`src/rtl/pll_reset_sequencer.sv`:
```
// Holds downstream logic in reset until PLL lock has been stable for a qualified time.
// Also generates run-time-selectable clock-enable strobes while running.
module pll_reset_sequencer #(
  parameter int LOCK_CYCLES = 1024,
  parameter int HOLD_CYCLES = 16,
  parameter int NUM_CE      = 2,
  parameter int DIV_W       = 8,
  parameter int CNT_W       = 8
) (
  input  logic                      clock,
  input  logic                      reset_n,
  input  logic                      pll_locked,
  input  logic [NUM_CE*DIV_W-1:0]   div,
  output logic                      sys_reset,
  output logic                      ready,
  output logic [NUM_CE-1:0]         ce,
  output logic [CNT_W-1:0]          loss_count
);

  localparam int LC_W = $clog2(LOCK_CYCLES + 1);
  localparam int HC_W = $clog2(HOLD_CYCLES + 1);

  typedef enum logic [1:0] {WAIT_LOCK, QUALIFY, HOLD, RUN} state_t;

  state_t                    state_q, state_d;
  logic [1:0]                sync_q, sync_d;
  logic [LC_W-1:0]           lock_cnt_q, lock_cnt_d;
  logic [HC_W-1:0]           hold_cnt_q, hold_cnt_d;
  logic [CNT_W-1:0]          loss_q, loss_d;
  logic                      sys_reset_q, sys_reset_d;
  logic                      ready_q, ready_d;
  logic [NUM_CE-1:0]         ce_q, ce_d;
  logic [NUM_CE*DIV_W-1:0]   div_q, div_d;
  logic [NUM_CE*DIV_W-1:0]   ch_cnt_q, ch_cnt_d;
  logic                      run_entry;
  logic                      lk;

  assign lk = sync_q[1];

  always_ff @(posedge clock or negedge reset_n) begin
    if (!reset_n) begin
      state_q     <= WAIT_LOCK;
      sync_q      <= '0;
      lock_cnt_q  <= '0;
      hold_cnt_q  <= '0;
      loss_q      <= '0;
      sys_reset_q <= 1'b1;
      ready_q     <= 1'b0;
      ce_q        <= '0;
      div_q       <= '0;
      ch_cnt_q    <= '0;
    end else begin
      state_q     <= state_d;
      sync_q      <= sync_d;
      lock_cnt_q  <= lock_cnt_d;
      hold_cnt_q  <= hold_cnt_d;
      loss_q      <= loss_d;
      sys_reset_q <= sys_reset_d;
      ready_q     <= ready_d;
      ce_q        <= ce_d;
      div_q       <= div_d;
      ch_cnt_q    <= ch_cnt_d;
    end
  end

  always_comb begin
    sync_d     = {sync_q[0], pll_locked};
    state_d    = state_q;
    lock_cnt_d = '0;
    hold_cnt_d = '0;
    loss_d     = loss_q;
    case (state_q)
      WAIT_LOCK: begin
        if (lk) begin
          state_d    = QUALIFY;
          lock_cnt_d = LC_W'(1);
        end
      end
      QUALIFY: begin
        if (!lk) begin
          state_d = WAIT_LOCK;
        end else if (lock_cnt_q == LC_W'(LOCK_CYCLES)) begin
          state_d    = HOLD;
          hold_cnt_d = HC_W'(1);
        end else begin
          lock_cnt_d = lock_cnt_q + LC_W'(1);
        end
      end
      HOLD: begin
        if (!lk) begin
          state_d = WAIT_LOCK;
        end else if (hold_cnt_q == HC_W'(HOLD_CYCLES)) begin
          state_d = RUN;
        end else begin
          hold_cnt_d = hold_cnt_q + HC_W'(1);
        end
      end
      RUN: begin
        if (!lk) begin
          state_d = WAIT_LOCK;
          loss_d  = (&loss_q) ? loss_q : loss_q + CNT_W'(1);
        end
      end
      default: state_d = WAIT_LOCK;
    endcase
  end

  // Outputs are derived from the next state so they register on the same edge as the transition.
  always_comb begin
    run_entry   = (state_q != RUN) && (state_d == RUN);
    div_d       = run_entry ? div : div_q;
    sys_reset_d = (state_d != RUN);
    ready_d     = (state_d == RUN);
  end

  generate
    for (genvar gi = 0; gi < NUM_CE; gi++) begin : g_ce
      logic [DIV_W-1:0] d_val;
      logic [DIV_W-1:0] cnt_cur;
      logic [DIV_W-1:0] cnt_nxt;
      logic             ce_nxt;

      // Counter restarts at 0 on the first RUN cycle; strobe fires when it reaches d-1.
      always_comb begin
        d_val   = div_d[gi*DIV_W +: DIV_W];
        cnt_cur = ch_cnt_q[gi*DIV_W +: DIV_W];
        cnt_nxt = '0;
        if ((state_q == RUN) && (state_d == RUN) && (d_val > DIV_W'(1)) &&
            (cnt_cur != d_val - DIV_W'(1))) begin
          cnt_nxt = cnt_cur + DIV_W'(1);
        end
        ce_nxt = (state_d == RUN) &&
                 ((d_val <= DIV_W'(1)) || (cnt_nxt == d_val - DIV_W'(1)));
      end

      assign ch_cnt_d[gi*DIV_W +: DIV_W] = cnt_nxt;
      assign ce_d[gi]                    = ce_nxt;
    end
  endgenerate

  assign sys_reset  = sys_reset_q;
  assign ready      = ready_q;
  assign ce         = ce_q;
  assign loss_count = loss_q;

endmodule

```
`config.mk`:
```
export PLATFORM = sky130hd
export DESIGN_NAME = pll_reset_sequencer
export DESIGN_NICKNAME = d
export VERILOG_FILES = /design/src/rtl/pll_reset_sequencer.sv
export SDC_FILE = /design/constraint.sdc
export NUM_CORES = 1
export LEC_CHECK = 0
export CAP_MARGIN = 20
export CELL_PAD_IN_SITES_DETAIL_PLACEMENT = 1
export CELL_PAD_IN_SITES_GLOBAL_PLACEMENT = 1
export CORE_ASPECT_RATIO = 2
export CORE_MARGIN = 4
export CORE_UTILIZATION = 30
export DETAILED_ROUTE_END_ITERATION = 8
export HOLD_SLACK_MARGIN = 0.02
export PLACE_DENSITY = 0.68
export SLEW_MARGIN = 15
export SYNTH_ARGS = -nofsm -noshare
export SYNTH_HDL_FRONTEND = slang
export SYNTH_SLANG_ARGS = --single-unit
export TNS_END_PERCENT = 5
```
`constraint.sdc`:
```
create_clock -name clock -period 5.35 [get_ports clock]
set_input_delay 1.07 -clock clock [delete_from_list [all_inputs] [get_ports clock]]
set_output_delay 1.07 -clock clock [all_outputs]
set_load 0.1 [all_outputs]
```
* Word-level counts from Yosys, hierarchy flattened *
Index checks and enable logic that the tools add are counted.

storage, ports and cells
  bits in registers = 64
  input bits = 19
  output and inout bits = 12

operators by class
  add/sub/neg operators = 7
  $lt $le $gt $ge = 4
  equality and inequality tests = 12
  mux-type cells = 19
  bitwise operators = 2
  reductions and logical operators = 13

operator list
  operator               number
  $add 8x1->8 const B    3
  $mux 11                2
  $pmux 11 s2            1
  $eq 8x8->1             2
  $gt 8x1->1 const B     2
  $le 8x1->1 const B     2
  $mux 16                1
  $mux 8                 2
  $ne 8x8->1             2
  $sub 8x1->8 const B    2
  $mux 2                 6
  $add 11x1->11 const B  1
  $eq 11x11->1 const B   1
  $mux 5                 2
  $pmux 5 s2             1
  $logic_and 1x1->1      8
  $pmux 2 s4             1
  $reduce_and 8->1       1
  $eq 2x2->1 const B     3
  $add 5x1->5 const B    1
  $eq 5x5->1 const B     1
  $ne 2x2->1 const B     2
  $mux 1                 3
  $reduce_and 3->1       1
  other kinds (4)        6

* Depth between registers and ports, before layout *
  depth in word-level cells = 14
  gate-level depth with buffers = 23
  depth with buffers taken out = 20

* Worst setup path before layout *
Ideal clock, no wire load.

  path kind = register -> register
  from = register state_q[0]
  to = register ce_q[1] (netlist: ce[1])
  arrival time = 4.777 ns
  data required time = 5.284 ns
  path slack = 0.508 ns
  cell stages (with the launch flop) = 21
  buffers on the path = 2
  path through = dfrtp_1 -> inv_1 -> ha_1 -> or3_1 -> a21oi_1 -> a311o_1 -> clkinv_1 -> buf_2 -> nand3_2 -> clkbuf_1 -> mux2i_1 -> ha_1 -> nor3b_1 -> nand2_1 -> nor4_1 -> a2111o_1 -> and2_4 -> mux2_4 -> or4_4 -> a2bb2oi_2 -> a31o_1

on the way
  longest elaborated chain between the ends = 13
  elaborated cells on any way between the ends = 26
  classes of those cells = 1 x add/sub; 2 x order compare; 7 x eq/ne; 9 x mux; 7 x reduce/logical

RTL lines
  item                                                    RTL line       text
  start, declared                                         25             state_t state_q, state_d;
  start signal, assigned                                  53             state_q <= state_d;
  $mux 2, on equally long branches                        92, 82
  $mux 2, on equally long branches                        90, 80
  $pmux 2 s4 (*)                                          72             case (state_q)
  net state_d[0]                                          25
  $eq 2x2->1 (*)                                          110, 128, 132
  $logic_and 1x1->1                                       110            run_entry = (state_q != RUN) && (state_d == RUN);
  $mux 16                                                 111            div_d = run_entry ? div : div_q;
  $sub 8x1->8 / $gt 8x1->1 (equally long branches)        129, 133, 128
  $ne 8x8->1 / $logic_and 1x1->1 (equally long branches)  129, 128
  $logic_and 1x1->1                                       128            if ((state_q == RUN) && (state_d == RUN) && (d_val > DIV_W'(1)) &&
  $mux 8                                                  128
  $eq 8x8->1                                              133            ((d_val <= DIV_W'(1)) || (cnt_nxt == d_val - DIV_W'(1)));
  $logic_or 1x1->1                                        133
  $logic_and 1x1->1 (*)                                   132            ce_nxt = (state_d == RUN) &&
  net g_ce[1].ce_nxt                                      121            logic ce_nxt;
  end signal, assigned                                    49             ce_q <= '0;
  end signal, assigned                                    60             ce_q <= ce_d;
  end, declared                                           32             logic [NUM_CE-1:0] ce_q, ce_d;

Mark *: on every way through the listed nets, which the timed path passes. The rest lies on a longest branch.
A chain may end at the register's enable or synchronous reset.

* Worst setup path in the final report *
  from = register state_q[0]
  to = register ce_q[0] (netlist: ce[0])

on the way
  longest elaborated chain between the ends = 13
  elaborated cells on any way between the ends = 26
  classes of those cells = 1 x add/sub; 2 x order compare; 7 x eq/ne; 9 x mux; 7 x reduce/logical

RTL lines
  item                                                    RTL line  text
  $mux 2, on equally long branches                        92, 82
  $mux 2, on equally long branches                        90, 80
  $pmux 2 s4                                              72
  $eq 2x2->1                                              110, 128
  $logic_and 1x1->1                                       110
  $mux 16                                                 111
  $sub 8x1->8 / $gt 8x1->1 (equally long branches)        129, 128
  $ne 8x8->1 / $logic_and 1x1->1 (equally long branches)  129, 128
  $logic_and 1x1->1 (*)                                   128
  $mux 8 (*)                                              128
  net g_ce[0].cnt_nxt[1]                                  120       logic [DIV_W-1:0] cnt_nxt;
  $eq 8x8->1 (*)                                          133
  $logic_or 1x1->1 (*)                                    133
  $logic_and 1x1->1 (*)                                   132
  net g_ce[0].ce_nxt                                      121

Marks and branches as above.

==> results by group <==
Logic synthesis
  • Cell count after synthesis: 542
  • Compound-cell area share of the yosys netlist: 15.22%
  • Synth Area per Inst: 8.615 sq um
  • List of most frequent post-synthesis cells: dfrtp_1, nor2_1, nand2_1, xnor2_1, nand3_1
  • Top cells by area, synth: dfrtp_1, xnor2_1, nor2_1
  • Mapped cell area: between 4000 and 5000 sq um
  • Yosys warnings: 0
  • Xor/xnor cell area share of the yosys netlist: 11.44%
  • Post-synth EDFFs: 0
  • Post-Synth Simple-Gate Area: approximately 28%
  • Mux cell area share after synthesis: 3.215%
  • Post-synthesis cell type count: 77
  • Count leader, synth: dfrtp_1
  • Syn_nets: 576
  • Register area share after synthesis: about a third
  • Async SR Flop Fraction: between 90% and 100%
  • Yosys top cell area share: 33.76%
  • Main synth FF type: dfrtp_1
  • Largest family of logic cells by synthesized area: simple AND/OR/NAND/NOR gates
  • Synth area leader: dfrtp_1
  • Adder-Cell Fraction of Synth Area: under 10%
  • #FFs+latches synth: 64

STA
  • Minimum clock period: between 4 and 5 ns
  • Final Setup Violations: 0
  • Post-route setup TNS: 0 ns
  • Slew @ Worst Pin: 0.9690 ns
  • Clock Skews: 0.008935 ns
  • Peak Freq: approximately 210 MHz
  • RSZ-0062 raised after global routing: no
  • Final period util: 91.14%
  • Final Max Tran Viols: 0
  • Max-slew headroom: roughly a third
  • Final hold viol count: 0

Power
  • VDD IR max: 0.2107 mV
  • Static Leak: 2.259 nW
  • Power density cells: slightly above 500 nW/um^2

Route
  • Drt first pass iters: 4
  • Wire per inst: roughly 19 um
  • Post-route ant nets: 0
  • Detailed Route Iter0 Violations: 107
  • Post-Route WL: 15060 um
  • Via count: 4364
  • Number of remaining DRC errors: 0
  • Post-DR vias/cell: 5.624

Worst hold path
  • Hold Crit Class: reg2reg

Critical path
  • Crit path kind: reg2reg
  • WP data arrival: 5.10 ns
  • CP Capture Type: register
  • Worst Setup Start Kind: register
  • Critical path fanouts, max: 19
  • Critical Path RT: 5.57 ns

Final layout
  • Antenna cells: 0
  • Layout cells sized above 1: 7.266%
  • Area growth, synth to finish: 17.39%
  • Non-Filler Instances: 776
  • Nets@finish: 608

Floorplanning
  • Starting density of the core: a little under a third
  • Core area: between 15000 and 20000 sq um
  • Die H: 184.4 um
  • Die X: approximately 96 um
  • Die area: around 18000 sq um
  • Row Count: 64
  • I/O pin count: 31

GRT
  • Grt total ovfl: 0
  • Vias in the first global route: 4804
  • Largest net degree at the start of global routing: 65
  • First-pass GRT wire length: 24330 um
  • Overall Global Routing Usage: 18.18%
  • Initial antenna violation count: 0

CTS
  • CTS tree: built
  • Worst skew pair latency: 0.34 ns
  • CTS Root Cell: clkbuf_16
  • H-tree depth: 3
  • Hold-fix buffers at CTS: 0
  • Cts repair resizes: 0
  • Sink Count: 64
  • Post-CTS Setup Inserts: 0
  • Clock buffer depth: 2
  • Worst-path clk slew: 0.06 ns
  • CTS Buf Count: 9

Placed design
  • GPL Wtd Cong: 0.9014
  • Buffers added on ports: 30
  • Dpl hpwl: 11650 um
  • Placed Cells: 761

Status
  • Status: complete, no violations

Job
  • MaxCap Viol Count: 0
[cells by family after synthesis]
family,after synthesis
fa+ha+maj,15
simple gates,250
compound gates,95
xor+xnor,61
buf+inv,43
mux,14
flops,64
[power by group]
group / switching, mW / total (mW) / internal (mW)
clock: 0.220 / 0.578 / 0.358
sequential: 0.119 / 0.694 / 0.575
combinational: 0.992 / 1.55 / 0.558
total: 1.33 / 2.82 / 1.49
[worst paths after layout]
path / from / end / slack [ns] / cells after the start
setup / recovery: state_q[0] / ce[0] / 0.47 / 16
hold / removal: sync_q[0] / sync_q[1] / 0.35 / 0
setup reg to reg: state_q[0] / ce[0] / 0.47 / 16
hold reg to reg: sync_q[0] / sync_q[1] / 0.35 / 0
max in group asynchronous: reset_n / hold_cnt_q[3] / 3.83 / 2
min in group asynchronous: reset_n / ch_cnt_q[9] / 0.93 / 2
[flip-flops by register name, summed over array words and instances, names as in the netlist]
| signal | cells |
|---|---|
| div_q | 16 |
| lock_cnt_q | 11 |
| sys_reset | 1 |
| ce | 2 |
| sync_q | 2 |
| hold_cnt_q | 5 |
| state_q | 2 |
| ready | 1 |
| ch_cnt_q | 16 |
| loss_count | 8 |
[worst max-delay path, stage by stage, from the launching register on]
cell	delay (ns)
dfrtp_1	0.42
inv_1	0.10
ha_1	0.21
and2_1	0.25
a221oi_1	0.11
a311o_1	0.37
buf_4	0.22
o31ai_1	0.38
and2_1	0.29
ha_1	0.38
nor3b_1	0.10
o41ai_1	0.35
nor3b_1	0.59
o2111ai_1	0.33
and3_1	0.30
xor2_1	0.15
a41o_1	0.21
[layout make-up]
cell class	instances	area, sq um
Fill cell	1806	9813
Clock buffer	10	229.0
Clock inverter	5	58.81
Timing Repair Buffer	39	362.8
Sequential cell	64	1603
Inverter	25	93.84
Tap cell	198	247.7
Multi-Input combinational cell	435	2887
[placed cells by master, fill, tap and decap left out, types with 3 or more instances in the layout]
cell type	synthesis	final
nor2_1	57	57
and4_1	3	3
xnor2_1	37	37
nand3b_1	3	3
nor3b_1	8	8
a211oi_1	6	6
nand4_1	10	10
a311oi_1	3	3
inv_1	22	22
nor4_1	8	8
o32ai_1	3	3
buf_4	1	9
nor2b_1	13	13
a21o_1	3	3
o31ai_1	8	8
nand3_1	27	27
clkbuf_16	0	9
nand2b_1	9	9
o2111ai_1	7	7
mux2i_1	9	9
a21oi_1	14	14
xor2_1	24	24
or4_1	3	3
dfrtp_1	63	63
or3_1	5	5
a31oi_1	4	4
clkdlybuf4s50_1	0	29
nor3_1	17	17
o21ai_0	15	15
nand2_1	52	52
and2_1	6	6
ha_1	15	15
and3_1	16	16
mux2_2	4	4
[per-stage QoR]
step / utilization [%] / worst slack, ns / power (mW) / hold slack [ns] / area (sq um)
after global placement: 33.96 / 0.7296 / 2.202 / 0.3335 / 5194
after detailed placement: 33.96 / 0.5123 / 2.247 / 0.3370 / 5194
after global routing: 35.84 / 0.06525 / 3.016 / 0.3634 / 5482
final: 35.84 / 0.4743 / 2.822 / 0.3459 / 5482
after CTS: 35.84 / 0.4811 / 2.837 / 0.3485 / 5482
after floorplan: - / 0.5077 / 1.794 / 0.3312 / 4669
[routing by layer]
metal | GRT usage, % | up-vias | part of all wire (%)
li1 | - | 2023 | -
met1 | 16.84 | 2156 | 34
met2 | 34.06 | 122 | 56
met3 | 2.328 | 63 | 2.8
met4 | 14.08 | 0 | 6.9
met5 | 0 | - | 0
Power figures use the tool's default switching activity.
